### src/rtl/ring_injector.sv
// Ring entry stage: merges recirculating ring threads with newly injected
// threads from a buffered FIFO, with bounded starvation of the FIFO side.
module ring_injector #(
  parameter int PC_WIDTH           = 8,
  parameter int CC_ID_BITS         = 2,
  parameter int FIFO_COUNT_WIDTH   = 6,
  parameter int STARVE_LIMIT       = 3,
  parameter int STARVE_COUNT_WIDTH = 4
) (
  input  logic                           clk,
  input  logic                           rst,
  input  logic                           i_inj_valid,
  input  logic [PC_WIDTH-1:0]            i_inj_pc,
  input  logic [CC_ID_BITS-1:0]          i_inj_cc_id,
  output logic                           o_inj_ready,
  input  logic                           i_ring_in_valid,
  input  logic [PC_WIDTH+CC_ID_BITS-1:0] i_ring_in_data,
  output logic                           o_ring_in_ready,
  output logic                           o_out_valid,
  output logic [PC_WIDTH+CC_ID_BITS-1:0] o_out_data,
  input  logic                           i_out_ready,
  output logic [2**CC_ID_BITS-1:0]       o_pending_chars,
  output logic                           o_idle
);

  localparam int DW    = PC_WIDTH + CC_ID_BITS;
  localparam int DEPTH = 2**FIFO_COUNT_WIDTH;
  localparam int NCC   = 2**CC_ID_BITS;
  localparam int AW    = FIFO_COUNT_WIDTH;
  localparam int SW    = STARVE_COUNT_WIDTH;
  localparam logic [SW-1:0] LIMIT = SW'(STARVE_LIMIT);

  logic [DW-1:0]       r_mem [DEPTH];
  logic [AW-1:0]       r_wptr;
  logic [AW-1:0]       r_rptr;
  logic [AW:0]         r_count;
  logic [SW-1:0]       r_starve_cnt;
  logic [AW:0]         r_cc_cnt [NCC];
  logic                r_out_valid;
  logic [DW-1:0]       r_out_data;

  logic                w_fifo_ne;
  logic                w_load;
  logic                w_sel_fifo;
  logic                w_push;
  logic                w_pop;
  logic                w_ring_take;
  logic [DW-1:0]       w_head;
  logic [CC_ID_BITS-1:0] w_pop_cc;
  logic [NCC-1:0]      w_cc_inc;
  logic [NCC-1:0]      w_cc_dec;

  assign w_fifo_ne   = (r_count != '0);
  assign w_head      = r_mem[r_rptr];
  assign w_pop_cc    = w_head[DW-1:PC_WIDTH];
  assign w_load      = !rst && (!r_out_valid || i_out_ready);
  // Count never exceeds DEPTH, so the MSB alone marks "full".
  assign o_inj_ready = !rst && !r_count[AW];
  assign w_push      = i_inj_valid && o_inj_ready;

  assign w_sel_fifo  = w_fifo_ne &&
                       (!i_ring_in_valid || r_starve_cnt == LIMIT);
  assign o_ring_in_ready = w_load && !w_sel_fifo;
  assign w_pop       = w_load && w_sel_fifo;
  assign w_ring_take = o_ring_in_ready && i_ring_in_valid;

  assign o_out_valid = r_out_valid;
  assign o_out_data  = r_out_data;
  assign o_idle      = !w_fifo_ne && !r_out_valid;

  always_ff @(posedge clk) begin
    if (w_push) r_mem[r_wptr] <= {i_inj_cc_id, i_inj_pc};
  end

  always_ff @(posedge clk or posedge rst) begin
    if (rst) begin
      r_wptr  <= '0;
      r_rptr  <= '0;
      r_count <= '0;
    end else begin
      if (w_push) r_wptr <= r_wptr + 1'b1;
      if (w_pop)  r_rptr <= r_rptr + 1'b1;
      unique case ({w_push, w_pop})
        2'b10:   r_count <= r_count + 1'b1;
        2'b01:   r_count <= r_count - 1'b1;
        default: r_count <= r_count;
      endcase
    end
  end

  always_ff @(posedge clk or posedge rst) begin
    if (rst) begin
      r_out_valid <= 1'b0;
      r_out_data  <= '0;
    end else if (w_load) begin
      r_out_valid <= w_sel_fifo || i_ring_in_valid;
      if (w_sel_fifo)           r_out_data <= w_head;
      else if (i_ring_in_valid) r_out_data <= i_ring_in_data;
    end
  end

  always_ff @(posedge clk or posedge rst) begin
    if (rst) begin
      r_starve_cnt <= '0;
    end else if (w_pop || !w_fifo_ne) begin
      r_starve_cnt <= '0;
    end else if (w_ring_take && r_starve_cnt != LIMIT) begin
      r_starve_cnt <= r_starve_cnt + 1'b1;
    end
  end

  always_comb begin
    w_cc_inc = '0;
    w_cc_dec = '0;
    for (int i = 0; i < NCC; i++) begin
      w_cc_inc[i] = w_push && (i_inj_cc_id == CC_ID_BITS'(i));
      w_cc_dec[i] = w_pop && (w_pop_cc == CC_ID_BITS'(i));
    end
  end

  always_ff @(posedge clk or posedge rst) begin
    if (rst) begin
      for (int i = 0; i < NCC; i++) r_cc_cnt[i] <= '0;
    end else begin
      for (int i = 0; i < NCC; i++) begin
        if (w_cc_inc[i] && !w_cc_dec[i])
          r_cc_cnt[i] <= r_cc_cnt[i] + 1'b1;
        else if (w_cc_dec[i] && !w_cc_inc[i])
          r_cc_cnt[i] <= r_cc_cnt[i] - 1'b1;
      end
    end
  end

  // A thread sitting in the output register still counts as pending.
  always_comb begin
    o_pending_chars = '0;
    for (int i = 0; i < NCC; i++) begin
      o_pending_chars[i] = (r_cc_cnt[i] != '0) ||
        (r_out_valid && r_out_data[DW-1:PC_WIDTH] == CC_ID_BITS'(i));
    end
  end

endmodule
### config.mk
export PLATFORM = sky130hd
export DESIGN_NAME = ring_injector
export DESIGN_NICKNAME = d
export VERILOG_FILES = /design/src/rtl/ring_injector.sv
export SDC_FILE = /design/constraint.sdc
export NUM_CORES = 1
export LEC_CHECK = 0
export BUFFER_PORTS_ARGS = -buffer_cell sky130_fd_sc_hd__buf_2
export CORE_MARGIN = 5
export CORE_UTILIZATION = 45
export CTS_CLUSTER_SIZE = 30
export DETAILED_ROUTE_END_ITERATION = 7
export GPL_TIMING_DRIVEN = 0
export HOLD_SLACK_MARGIN = 0.05
export PLACE_DENSITY_LB_ADDON = 0.3
export SLEW_MARGIN = 20
export SYNTH_ARGS = -nofsm -noshare
export SYNTH_HDL_FRONTEND = slang
export SYNTH_SLANG_ARGS = --single-unit
### constraint.sdc
create_clock -name clk -period 4.1 [get_ports clk]
set_input_delay 0.82 -clock clk [delete_from_list [all_inputs] [get_ports clk]]
set_output_delay 0.82 -clock clk [all_outputs]
set_load 0.05 [all_outputs]
==> results.md <==
* Synthesized cell area at 28,400 µm²
* Ant. Diodes at 0
* Maxcap violations at 0
* Seq/Total Area, Yosys at 0.732
* Post-Layout Cell Count at 2,595
* Row cnt at 92
* Ys Warns at 0
* DR vias/cell at 5.82
* Ys flop type: edfxtp_1
* Commonest cells in the netlist: edfxtp_1, mux4_2, nor2_1
* Final hold slack at 0.272 ns
* Die area at 68,200 µm²
* First-pass DRT Iterations at 5
* CTS H-tree depth at 3
* Pwr dens at 676 nW/µm²
* Synth cell types at 58
* Critical R2R Capture: r_cc_cnt[27]
* Fin. Hold Viols at 0
* Crit path arrival time at 4.50 ns
* Residual DRC count at 0
* Period utilization at 0.969
* Root buffer cell: clkbuf_16
* Mapped Cells at 1,559
* Clk sink count at 702
* Vias post-DR at 15,100
* Dpl cells at 2,450
* Worst hold path class: in2async
* Critical path launch point type: flop
* Relative slew slack at 0.251
* Syn_area_per_cell at 18.2 µm²
* Status: complete, no violations
* Reg2reg start: r_rptr[0]
* Grt ovf at 0
* Post-route minimum period at 3.97 ns
* Setup_tns at 0 ns
* WL final at 68.2 mm
* DR iter-0 viols at 1,522
* Initial core utilization at 0.452
* Fin. max-slew vios at 0
* Reg2reg path depth at 16
* Maximum fanout along the worst path at 9
* EDFF count, synth at 640
* Antenna violations before repair at 0
* Clock Tree Buf Depth at 3
* Worst setup EP type: flop
* Area fraction of the dominant cell type after synthesis at 0.677
* All-Layer GR Usage at 0.199
* Cts hold-fix bufs at 0
* Final core utilization at 0.521
* Placer congestion estimate at 0.933
* Async SR Flop Fraction at 0.0883
* Die height at 261 µm
* Largest cells by area after synthesis: edfxtp_1, mux4_2, dfrtp_1, mux2i_1, ha_1
* Fin nets at 1,759
* Mapped Nets at 1,624
* Area delta synth->final at 15.2%
* Highest Clock Rate at 0.252 GHz
* Cell taking the most area after synthesis: edfxtp_1
* Worst VDD drop at 0.386 mV
* Critical Path RT at 4.63 ns
* Worst skew pair latency at 0.61 ns
* R2r setup slk at 0.13 ns
* Fillers at 4,962
* Leak Pwr at 10.9 nW
* First-pass GRT wire length at 99.8 mm
* Seq cells post-synth at 702
* I/O Buffers at 42
* Largest net degree at the start of global routing at 69
* TritonCTS clock tree: yes
* DP HPWL at 43.8 mm
* Vias in the first global route at 14,900
* Die width at 261 µm
* Slew @ Worst Pin at 1.12 ns
* Critical path class: reg2reg
* Most numerous cell in the Yosys netlist: edfxtp_1
* Crit path from: r_rptr[0]
* Antenna-violating nets left at 0
* Final setup vio count at 0
* Io pins at 43
* CTS clock-pin slew for the worst setup and hold paths at 0.06 ns
* Std-Cell Core Area at 62,700 µm²
* Worst Skew at 0.0259 ns
* Total CTS buffers at 73
* Wire per inst at 26.3 µm
* Share of post-route cells with drive strength above 1 at 0.230
[stage by stage]
| stage | power (mW) | area [µm²] | setup slack, ns |
|---|---|---|---|
| after detailed placement | 15.2 | 29900 | -0.647 |
| after global placement | 15.0 | 29800 | -1.25 |
| after CTS | 21.9 | 32400 | 0.00653 |
| after floorplan | 12.9 | 28500 | -0.152 |
| after global routing | 23.0 | 32700 | -0.00669 |
| final | 22.1 | 32700 | 0.127 |
[what timing repair did]
item | CTS | global route
gates cloned | 0 | 1
setup endpoints to repair | 17 | 8
pin swaps | 7 | 8
buffers inserted | 1 | 14
hold endpoints to repair | 0 | 0
gates resized for setup | 34 | 48
[worst max-delay path, cell delays in order (launching register included)]
cell	delay, ns
dfrtp_1	0.37
buf_6	0.14
buf_12	0.15
buf_16	0.15
mux4_2	0.53
a2111oi_4	0.51
a21oi_4	0.12
o32a_1	0.40
ha_4	0.21
inv_4	0.11
ha_4	0.21
nor2b_1	0.13
o21ai_2	0.17
a21boi_2	0.09
or3_1	0.34
o311ai_2	0.10
xor2_1	0.16
[state kept, by name (all words and copies together), names as in the netlist]
register      flops
r_mem           640
r_cc_cnt         28
r_rptr            6
r_wptr            6
r_starve_cnt      4
r_count           7
o_out_data       10
o_out_valid       1
[cells in the final DEF (no fill, tap or decap), types with 5 or more instances in the layout]
cell,instances
nor4_1,6
clkbuf_2,6
nor3_1,13
o21ai_0,29
nor2_1,94
ha_1,29
nand2_1,55
nand3_1,14
a21o_1,7
a21oi_2,9
a22o_1,15
clkbuf_16,76
a21oi_1,53
nor2_2,8
a2111oi_2,9
a22oi_1,17
o211ai_1,5
a22oi_2,5
xnor2_1,25
clkinv_2,12
xor2_1,15
buf_2,39
edfxtp_1,640
bufinv_16,6
buf_12,8
clkbuf_1,50
mux2i_1,82
buf_4,34
mux4_2,120
clkinv_1,12
inv_1,19
o221ai_1,18
nor2b_1,7
clkinvlp_4,5
o22ai_1,25
buf_6,5
dfrtp_1,62
[how the worst max path moves through the flow]
| stage | slack, ns | cells after the start | end |
|---|---|---|---|
| final | 0.13 | 16 | r_cc_cnt[27] |
| after CTS | 0.007 | 16 | r_cc_cnt[27] |
| after global placement | -1.25 | 16 | r_cc_cnt[13] |
| after global routing | -0.007 | 18 | r_cc_cnt[19] |
| after floorplan | -0.15 | 17 | r_cc_cnt[20] |
| after detailed placement | -0.65 | 17 | r_cc_cnt[13] |
[per-layer routing]
metal	wire, µm	GRT usage	part of all wire	vias up
met5	0	0	0	-
met2	31100	0.300	0.46	609
met4	2190	0.0645	0.032	0
met1	29100	0.288	0.43	7828
li1	-	-	-	6559
met3	5750	0.0498	0.084	106
[kinds of logic (layout without fill, tap and decap cells)]
kind of cell	Yosys count	in the layout	synth area share
DFF	702	702	0.732
AOI/OAI and AO/OA	234	234	0.0557
and+or+nand+nor	229	229	0.0358
muxes	208	208	0.126
buffers and inverters	106	296	0.0190
adders and majority gates	40	40	0.0190
xor gates and xnor gates	40	40	0.0123
[power breakdown]
| part | total, mW | switching (mW) | internal (mW) | leakage, nW |
|---|---|---|---|---|
| clock network | 6.49 | 2.68 | 3.81 | 1.14 |
| registers | 8.45 | 0.301 | 8.15 | 6.52 |
| logic | 7.14 | 4.18 | 2.96 | 3.20 |
| total | 22.1 | 7.16 | 14.9 | 10.9 |
[cell type report]
cell class,instances,area [µm²],share of cell area
buffer,80,598,0.0183
clock buffer,92,1980,0.0606
clock inverter,38,360,0.0110
inverter,25,110,0.00337
multi-input combinational,751,7400,0.226
sequential,702,20800,0.635
tap,846,1060,0.0324
timing repair buffer,60,405,0.0124
timing repair inverter,1,5.00,0.000153
No activity file was read; power rests on OpenSTA's default activity.
